## src/rtl/sat_pkg.sv

```systemverilog
// Shared WalkSAT datapath constants and types.
package sat_pkg;

  localparam int unsigned NUM_CLAUSES      = 20;
  localparam int unsigned NUM_CLAUSES_BITS = 5;
  localparam int unsigned NUM_CANDS        = 4;
  localparam int unsigned CAND_BITS        = 2;
  localparam int unsigned POP_CHUNK_W      = 8;

  typedef logic [CAND_BITS-1:0] cand_idx_t;

endpackage

```

## src/rtl/popcount_chunked.sv

```systemverilog
// Combinational popcount split into fixed-width chunks; the top bits of the last chunk are zero-padded.
module popcount_chunked #(
  parameter int unsigned DATA_W     = 20,
  parameter int unsigned CHUNK_W    = 8,
  parameter int unsigned CNT_W      = $clog2(CHUNK_W + 1),
  parameter int unsigned NUM_CHUNKS = (DATA_W + CHUNK_W - 1) / CHUNK_W
) (
  input  logic [DATA_W-1:0]           data,
  output logic [NUM_CHUNKS*CNT_W-1:0] counts_c
);

  localparam int unsigned PAD_W = NUM_CHUNKS * CHUNK_W;

  logic [PAD_W-1:0] padded;

  assign padded = PAD_W'(data);

  always_comb begin
    counts_c = '0;
    for (int unsigned c = 0; c < NUM_CHUNKS; c++) begin
      for (int unsigned b = 0; b < CHUNK_W; b++) begin
        counts_c[c*CNT_W +: CNT_W] = counts_c[c*CNT_W +: CNT_W] + CNT_W'(padded[c*CHUNK_W + b]);
      end
    end
  end

endmodule

```

## src/rtl/break_value_pipe.sv

```systemverilog
// Two-stage break value pipeline with per-batch minimum tracking and a held batch result.
module break_value_pipe
  import sat_pkg::POP_CHUNK_W;
#(
  parameter int unsigned NUM_CLAUSES      = sat_pkg::NUM_CLAUSES,
  parameter int unsigned NUM_CLAUSES_BITS = sat_pkg::NUM_CLAUSES_BITS,
  parameter int unsigned NUM_CANDS        = sat_pkg::NUM_CANDS,
  parameter int unsigned CAND_BITS        = sat_pkg::CAND_BITS
) (
  input  logic                        clk,
  input  logic                        reset_n,
  input  logic                        in_valid_i,
  output logic                        in_ready_o,
  input  logic                        in_last_i,
  input  logic [NUM_CLAUSES-1:0]      clause_broken_i,
  input  logic [NUM_CLAUSES-1:0]      mask_bits_i,
  output logic                        bv_valid_o,
  output logic [NUM_CLAUSES_BITS-1:0] bv_o,
  output logic [CAND_BITS-1:0]        bv_idx_o,
  output logic [NUM_CLAUSES-1:0]      clause_broken_o,
  output logic                        best_valid_o,
  input  logic                        best_ready_i,
  output logic [NUM_CLAUSES_BITS-1:0] best_bv_o,
  output logic [CAND_BITS-1:0]        best_idx_o,
  output logic                        best_zero_o,
  output logic [CAND_BITS:0]          batch_cnt_o,
  output logic                        err_o
);

  localparam int unsigned PCNT_W     = $clog2(POP_CHUNK_W + 1);
  localparam int unsigned NUM_CHUNKS = (NUM_CLAUSES + POP_CHUNK_W - 1) / POP_CHUNK_W;
  localparam int unsigned CNT_W      = CAND_BITS + 1;

  logic                          accept;
  logic                          at_max_idx;
  logic                          last_eff;
  logic                          best_hs;
  logic [CAND_BITS-1:0]          idx_q;
  logic [NUM_CLAUSES-1:0]        masked_c;
  logic [NUM_CHUNKS*PCNT_W-1:0]  partials_c;

  logic                          s1_valid;
  logic                          s1_last;
  logic [CAND_BITS-1:0]          s1_idx;
  logic [NUM_CLAUSES-1:0]        s1_masked;
  logic [NUM_CHUNKS*PCNT_W-1:0]  s1_partials;

  logic [NUM_CLAUSES_BITS-1:0]   bv_sum_c;
  logic                          new_min_c;
  logic [NUM_CLAUSES_BITS-1:0]   best_bv_c;
  logic [CAND_BITS-1:0]          best_idx_c;
  logic [NUM_CLAUSES_BITS-1:0]   min_q;
  logic [CAND_BITS-1:0]          min_idx_q;

  assign accept     = in_valid_i & in_ready_o;
  assign at_max_idx = (idx_q == CAND_BITS'(NUM_CANDS - 1));
  assign last_eff   = in_last_i | at_max_idx;
  assign best_hs    = best_valid_o & best_ready_i;
  assign masked_c   = clause_broken_i & mask_bits_i;

  popcount_chunked #(
    .DATA_W  (NUM_CLAUSES),
    .CHUNK_W (POP_CHUNK_W),
    .CNT_W   (PCNT_W)
  ) u_popcount (
    .data     (masked_c),
    .counts_c (partials_c)
  );

  // Batch index, sticky overflow flag and one-batch-in-flight admission control.
  always_ff @(posedge clk or negedge reset_n) begin
    if (!reset_n) begin
      idx_q      <= '0;
      err_o      <= 1'b0;
      in_ready_o <= 1'b1;
    end else begin
      if (best_hs) in_ready_o <= 1'b1;
      if (accept) begin
        idx_q <= last_eff ? '0 : idx_q + CAND_BITS'(1);
        if (at_max_idx && !in_last_i) err_o <= 1'b1;
        if (last_eff) in_ready_o <= 1'b0;
      end
    end
  end

  always_ff @(posedge clk or negedge reset_n) begin
    if (!reset_n) begin
      s1_valid    <= 1'b0;
      s1_last     <= 1'b0;
      s1_idx      <= '0;
      s1_masked   <= '0;
      s1_partials <= '0;
    end else begin
      s1_valid <= accept;
      if (accept) begin
        s1_last     <= last_eff;
        s1_idx      <= idx_q;
        s1_masked   <= masked_c;
        s1_partials <= partials_c;
      end
    end
  end

  // Stage-2 sum and the minimum as it stands including this beat.
  always_comb begin
    bv_sum_c = '0;
    for (int unsigned c = 0; c < NUM_CHUNKS; c++) begin
      bv_sum_c = bv_sum_c + NUM_CLAUSES_BITS'(s1_partials[c*PCNT_W +: PCNT_W]);
    end
    new_min_c  = (s1_idx == '0) || (bv_sum_c < min_q);
    best_bv_c  = new_min_c ? bv_sum_c : min_q;
    best_idx_c = new_min_c ? s1_idx : min_idx_q;
  end

  always_ff @(posedge clk or negedge reset_n) begin
    if (!reset_n) begin
      bv_valid_o      <= 1'b0;
      bv_o            <= '0;
      bv_idx_o        <= '0;
      clause_broken_o <= '0;
      min_q           <= '0;
      min_idx_q       <= '0;
      best_valid_o    <= 1'b0;
      best_bv_o       <= '0;
      best_idx_o      <= '0;
      best_zero_o     <= 1'b0;
      batch_cnt_o     <= '0;
    end else begin
      bv_valid_o <= s1_valid;
      if (s1_valid) begin
        bv_o            <= bv_sum_c;
        bv_idx_o        <= s1_idx;
        clause_broken_o <= s1_masked;
        min_q           <= best_bv_c;
        min_idx_q       <= best_idx_c;
      end
      if (s1_valid && s1_last) begin
        best_valid_o <= 1'b1;
        best_bv_o    <= best_bv_c;
        best_idx_o   <= best_idx_c;
        best_zero_o  <= (best_bv_c == '0);
        batch_cnt_o  <= CNT_W'(s1_idx) + CNT_W'(1);
      end else if (best_hs) begin
        best_valid_o <= 1'b0;
      end
    end
  end

endmodule
```

## config.mk

```make
export PLATFORM = sky130hd
export DESIGN_NAME = break_value_pipe
export DESIGN_NICKNAME = d
export VERILOG_FILES = /design/src/rtl/sat_pkg.sv /design/src/rtl/popcount_chunked.sv /design/src/rtl/break_value_pipe.sv
export SDC_FILE = /design/constraint.sdc
export NUM_CORES = 1
export LEC_CHECK = 0
export CAP_MARGIN = 20
export CORE_AREA = 5 5 116 118
export DETAILED_ROUTE_END_ITERATION = 16
export DIE_AREA = 0 0 121 123
export HOLD_SLACK_MARGIN = 0.03
export MAX_ROUTING_LAYER = met4
export PLACE_DENSITY = 0.63
export SLEW_MARGIN = 20
export SYNTH_ARGS = -nofsm -noshare
export SYNTH_HDL_FRONTEND = slang
export SYNTH_SLANG_ARGS = --single-unit
export TNS_END_PERCENT = 50
```

## constraint.sdc

```tcl
create_clock -name clk -period 3.38 [get_ports clk]
set_input_delay 0.507 -clock clk [delete_from_list [all_inputs] [get_ports clk]]
set_output_delay 0.507 -clock clk [all_outputs]
set_load 0.01 [all_outputs]
```

==> metrics.cfg, run 1 <==
[placement]
place_congestion = 0.752
hpwlAfterDp_mm = 6.10
dpl_cell_area_um2 = 5140
io_buffers = 86

[pwr]
power.density_nw_per_um2 = 928
p_leak_nw = 2.56
ir_drop_uv = 361

[drt]
first_pass_iters = 4
wire_per_inst_um = 13.4
viasPerCell = 4.38
vias = 2664
postRouteAntennaNets = 0
drtIter0Drc = 127
drc_errors = 0
routed_wl_mm = 8.12

[hold_path]
hold_class = in2async

[yosys]
yosysWarnings = 0
syn_avg_cell_area_um2 = 12.0
syn_inst = 339
synth_seq_area_share_pct = 52.9
ys_seq_elements = 86
synth.distinct_cells = 30
synth_area_um2 = 4070
synth_nets = 416

[critical_path]
cp_data_arrival_time_ns = 3.47
end_kind = flip-flop
path_max_fanout = 9
required_ns = 3.63
cp-start-kind = flip-flop
worstSetupPathType = reg2reg

[cells_and_area]
nNetsFinal = 508
fin_area_um2 = 5530
final_cell_mix = dfrtp_1, clkdlybuf4s50_1, nand2_1
syn_to_final_growth_pct = 35.8
antenna_cells = 0
drive_gt1_share_pct = 17.7

[cts]
cts_tree = built
clock-sinks = 86
cts-root-buf = clkbuf_16
htree_levels = 3
clk_pin_slew_ns = 0.07
clkLatencyLatePin_ns = 0.34
cts_buffer_depth = 2
cts_hold_buf = 0
post_cts_buffers = 0
cts-buffers-inserted = 9

[floorplan]
die_y_um = 123
start_util_pct = 32.9
dieArea_um2 = 14900
core_um2 = 12400
io_pins = 87
row_count = 41
die_w_um = 121

[grt]
antenna_found_initial = 0
grt_overflow = 0
grt_util_all_layers_pct = 11.9
grt_max_degree = 87
grt_pass1_wl_mm = 13.7
grt_pass1_vias = 2900

[sta]
fmax_mhz = 311
slew_viol_final = 0
finalSetupViolations = 0
fin_crit_ns = 3.22
maxSlewHeadroom_pct = 44.7
tightest_slew_ns = 0.828
hold_viol_final = 0
skew_ns = 0.0111
rsz0062_at_grt = true
whs_ns = 0.198
period_share_pct = 95.1

[run_status]
outcome = finished, final reports clean

[job]
cap_viol_max_count = 0

==> kinds of logic after synthesis <==
group           synth area share, %
xor+xnor                      0.861
simple gates                   8.61
compound gates                 6.05
mux                            15.1
flops                          52.9
buf+inv                        4.27
fa+ha+maj                      12.2
==> state kept, by name, indices dropped and copies added, names as in the netlist, 3 cells and up <==
| signal | count |
|---|---|
| clause_broken_o | 20 |
| batch_cnt_o | 3 |
| s1_masked | 20 |
| s1_partials | 11 |
| min_q | 5 |
| bv_o | 5 |
| best_bv_o | 5 |
==> repair_timing <==
| item | CTS | global route |
|---|---|---|
| resized for setup | 2 | 4 |
| setup endpoints to repair | 7 | 8 |
| hold endpoints to repair | 0 | 0 |
| pin swaps | 0 | 1 |
==> stage by stage <==
stage	power (mW)	util [%]	std cells	setup WS [ns]	TNS, ns
5_1_grt	5.53	44.7	608	-0.0123	-0.0123
3_3_place_gp	3.87	41.6	592	-0.0802	-0.178
6_report	5.13	44.7	608	0.164	0
2_1_floorplan	3.08	-	339	0.125	0
3_5_place_dp	3.95	41.6	592	-0.168	-0.860
4_1_cts	5.14	44.5	608	0.0576	0
==> final timing paths <==
path                                                    to  cells after the start  slack (ns)                       start
setup reg to reg                   best_zero_o$_DFFE_PN0P_                     12        0.16  s1_partials[1]$_DFFE_PN0P_
max in group asynchronous  clause_broken_o[10]$_DFFE_PN0P_                      1        2.60                     reset_n
hold reg to reg                          err_o$_DFFE_PN0P_                      1        0.47           err_o$_DFFE_PN0P_
setup / recovery                   best_zero_o$_DFFE_PN0P_                     12        0.16  s1_partials[1]$_DFFE_PN0P_
min in group clk                         err_o$_DFFE_PN0P_                      1        0.47           err_o$_DFFE_PN0P_
hold / removal                        bv_valid_o$_DFF_PN0_                      1        0.20                     reset_n
==> area by class of cell <==
class | instances | area, µm²
clock buffers | 11 | 243
clock inverters | 5 | 106
fillers | 1154 | 6830
inverters | 32 | 120
multi-input cells | 209 | 1770
flip-flops and latches | 86 | 2150
well taps | 172 | 215
repair buffers | 93 | 918
==> power breakdown <==
group / internal, mW / leakage (nW) / switching, mW
Clock: 0.744 / 0.166 / 0.401
Combinational: 1.26 / 1.29 / 1.01
Sequential: 1.46 / 1.10 / 0.255
==> synth_stat cells <==
master,n,area (µm²)
nand3b_1,2,15.0
fa_1,13,260
mux2_2,39,439
clkbuf_1,8,30.0
buf_1,2,7.51
buf_6,1,11.3
nor4_1,1,6.26
o21ai_0,24,120
a21o_1,3,22.5
mux2i_1,7,70.1
ha_1,19,238
a31oi_2,1,12.5
nand2_1,48,180
o221ai_4,1,26.3
or3_1,1,6.26
buf_2,1,5.00
dfrtp_1,85,2130
a21oi_1,10,50.1
and2_1,13,81.3
mux2_4,7,105
xnor2_1,1,8.76
a31o_2,1,8.76
or4_1,1,7.51
nand3_1,2,10.0
nor2_1,10,37.5
inv_1,32,120
xor2_1,3,26.3
dfstp_2,1,26.3
nand2b_1,1,6.26
a31oi_1,1,6.26
==> routing by layer <==
layer  wire length [µm]  part of all wire, %  GRT usage [%]  vias to the layer above
met5                  0                    0              -                        -
met4                 93                  1.1           3.82                        0
met3                347                  4.3           2.61                       11
met2               4090                   50           19.7                       52
met1               3590                   44           14.7                     1296
li1                   -                    -              -                     1305
==> critical path, stage by stage, from the launching register on <==
cell,delay (ns)
dfrtp_1,0.35
inv_1,0.07
fa_1,0.53
inv_1,0.04
ha_1,0.21
fa_2,0.57
ha_4,0.21
a21o_1,0.16
a31oi_2,0.19
o221ai_4,0.15
buf_6,0.17
or3_1,0.34
a31oi_1,0.17
(Power assumes the default switching activity.)
==> inputs of run 2 (changes only) <==
--- a/config.mk
+++ b/config.mk
@@ -16,4 +16,4 @@
 export SYNTH_ARGS = -nofsm -noshare
 export SYNTH_HDL_FRONTEND = slang
 export SYNTH_SLANG_ARGS = --single-unit
-export TNS_END_PERCENT = 50
+export TNS_END_PERCENT = 100
==> results of run 2 <==
Final layout, timing and power as in run 1 (identical DEF).
==> inputs of run 3 (changes only) <==
--- a/config.mk
+++ b/config.mk
@@ -6,9 +6,9 @@
 export NUM_CORES = 1
 export LEC_CHECK = 0
 export CAP_MARGIN = 20
-export CORE_AREA = 5 5 116 118
+export CORE_AREA = 2 2 113 115
 export DETAILED_ROUTE_END_ITERATION = 16
-export DIE_AREA = 0 0 121 123
+export DIE_AREA = 0 0 115 117
 export HOLD_SLACK_MARGIN = 0.03
 export MAX_ROUTING_LAYER = met4
 export PLACE_DENSITY = 0.63
==> metrics.cfg, run 3 (synthesis gave the netlist of run 1 again) <==
[pwr]
p_leak_nw = 2.54
power.density_nw_per_um2 = 936
power_frac_clock_pct = 20.4
seqPwrFrac_pct = 33.2
p_int_mw = 3.39
p_switching_mw = 1.73
comb_power_share_pct = 46.4
ir_drop_uv = 336
swShare_pct = 33.8

[drt]
drc_errors = 0
first_pass_iters = 4
viasPerCell = 4.55
vias = 2660
postRouteAntennaNets = 0
wire_per_inst_um = 14.0
drtIter0Drc = 109
routed_wl_mm = 8.18

[grt]
antenna_found_initial = 0
grt_pass1_wl_mm = 13.8
grt_max_degree = 87
grt_util_all_layers_pct = 13.7
grt_pass1_vias = 2873
grt_overflow = 0

[floorplan]
die_y_um = 117
row_count = 41
io_pins = 87
die_w_um = 115
start_util_pct = 33.1
core_um2 = 12300
dieArea_um2 = 13500

[critical_path]
rrSetupSlack_ns = 0.16
reg2regPathDepth = 11
worstSetupPathType = reg2reg
rr_endpoint = min_q[4]$_DFFE_PN0P_
cp_data_arrival_time_ns = 3.44
end_kind = flip-flop
required_ns = 3.61
r2r-start = s1_partials[1]$_DFFE_PN0P_
path_max_fanout = 7
cp-start-kind = flip-flop

[cells_and_area]
drive_gt1_share_pct = 17.9
final_cell_mix = dfrtp_1, clkdlybuf4s50_1, nand2_1
antenna_cells = 0
nNetsFinal = 507
reg.largest.list = clause_broken_o x20, s1_masked x20, s1_partials x11
fin_area_um2 = 5470
final_core_util_pct = 44.5
syn_to_final_growth_pct = 34.4

[sta]
fin_crit_ns = 3.22
hold_viol_final = 0
fin_setup_tns_ns = 0
skew_ns = 0.00668
whs_ns = 0.218
maxSlewHeadroom_pct = 48.6
period_share_pct = 95.2
rsz0062_at_grt = false
slew_viol_final = 0
finalSetupViolations = 0
fmax_mhz = 311
tightest_slew_ns = 0.771

[cts]
clk_pin_slew_ns = 0.06
clkLatencyLatePin_ns = 0.34
cts_tree = built
htree_levels = 3
cts_buffer_depth = 2
cts-root-buf = clkbuf_16
cts_hold_buf = 0
cts-buffers-inserted = 9
clock-sinks = 86

[run_status]
outcome = finished, final reports clean

[job]
cap_viol_max_count = 0

[placement]
io_buffers = 86
place_congestion = 0.765
dpl_cell_area_um2 = 5110
hpwlAfterDp_mm = 5.81

[hold_path]
hold_class = in2async

run 3: layout make-up:
type / count / area (µm²)
clock buffers: 12 / 267
clock inverters: 4 / 53.8
fillers: 1163 / 6840
inverters: 32 / 120
well taps: 150 / 188
flip-flops and latches: 86 / 2150
multi-input cells: 209 / 1780
repair buffers: 92 / 911
run 3: worst max path at each step:
stage	endpoint	startpoint	cells past startpoint	slack [ns]
final	min_q[4]$_DFFE_PN0P_	s1_partials[1]$_DFFE_PN0P_	11	0.16
after global routing	best_zero_o$_DFFE_PN0P_	s1_partials[1]$_DFFE_PN0P_	12	0.02
after CTS	best_zero_o$_DFFE_PN0P_	s1_partials[1]$_DFFE_PN0P_	12	0.06
after detailed placement	s1_partials[1]$_DFFE_PN0P_	clause_broken_i[0]	11	-0.16
after global placement	s1_partials[1]$_DFFE_PN0P_	clause_broken_i[0]	11	-0.08
after floorplan	min_idx_q[0]$_DFFE_PN0P_	s1_partials[1]$_DFFE_PN0P_	12	0.13
run 3: metrics by stage:
step	cells	setup slack [ns]	power, mW
2_1_floorplan	339	0.125	3.08
3_3_place_gp	569	-0.0796	3.86
4_1_cts	585	0.0595	5.04
6_report	585	0.162	5.12
3_5_place_dp	569	-0.163	3.96
5_1_grt	585	0.0202	5.50
run 3: power by group through the flow:
stage	clock network, mW	logic (mW)	registers [mW]
6_report	1.04	2.38	1.70
5_1_grt	1.12	2.62	1.76
4_1_cts	1.07	2.26	1.71
3_5_place_dp	0	2.23	1.73
3_3_place_gp	0	2.16	1.70
2_1_floorplan	0	1.31	1.76
run 3: worst max-delay path, cell delays in order (launching register included):
cell and delay [ns]:
dfrtp_1 0.34, inv_1 0.06, fa_1 0.53, inv_1 0.04
ha_2 0.19, fa_2 0.57, ha_4 0.21, a21o_1 0.19
a31oi_4 0.18, o221ai_4 0.13, nand2b_2 0.31, mux2_4 0.35
run 3: metal layers:
metal | wire length, µm | global-route usage (%)
met3 | 367 | 3.96
met5 | 0 | -
met1 | 3590 | 15.7
met2 | 4100 | 22.7
met4 | 125 | 5.54
run 3: what timing repair did:
| action | in CTS | in global routing |
|---|---|---|
| buffers inserted | 0 | 0 |
| pin swaps | 0 | 2 |
| endpoints found under the setup margin | 7 | 8 |
| resized for setup | 2 | 5 |
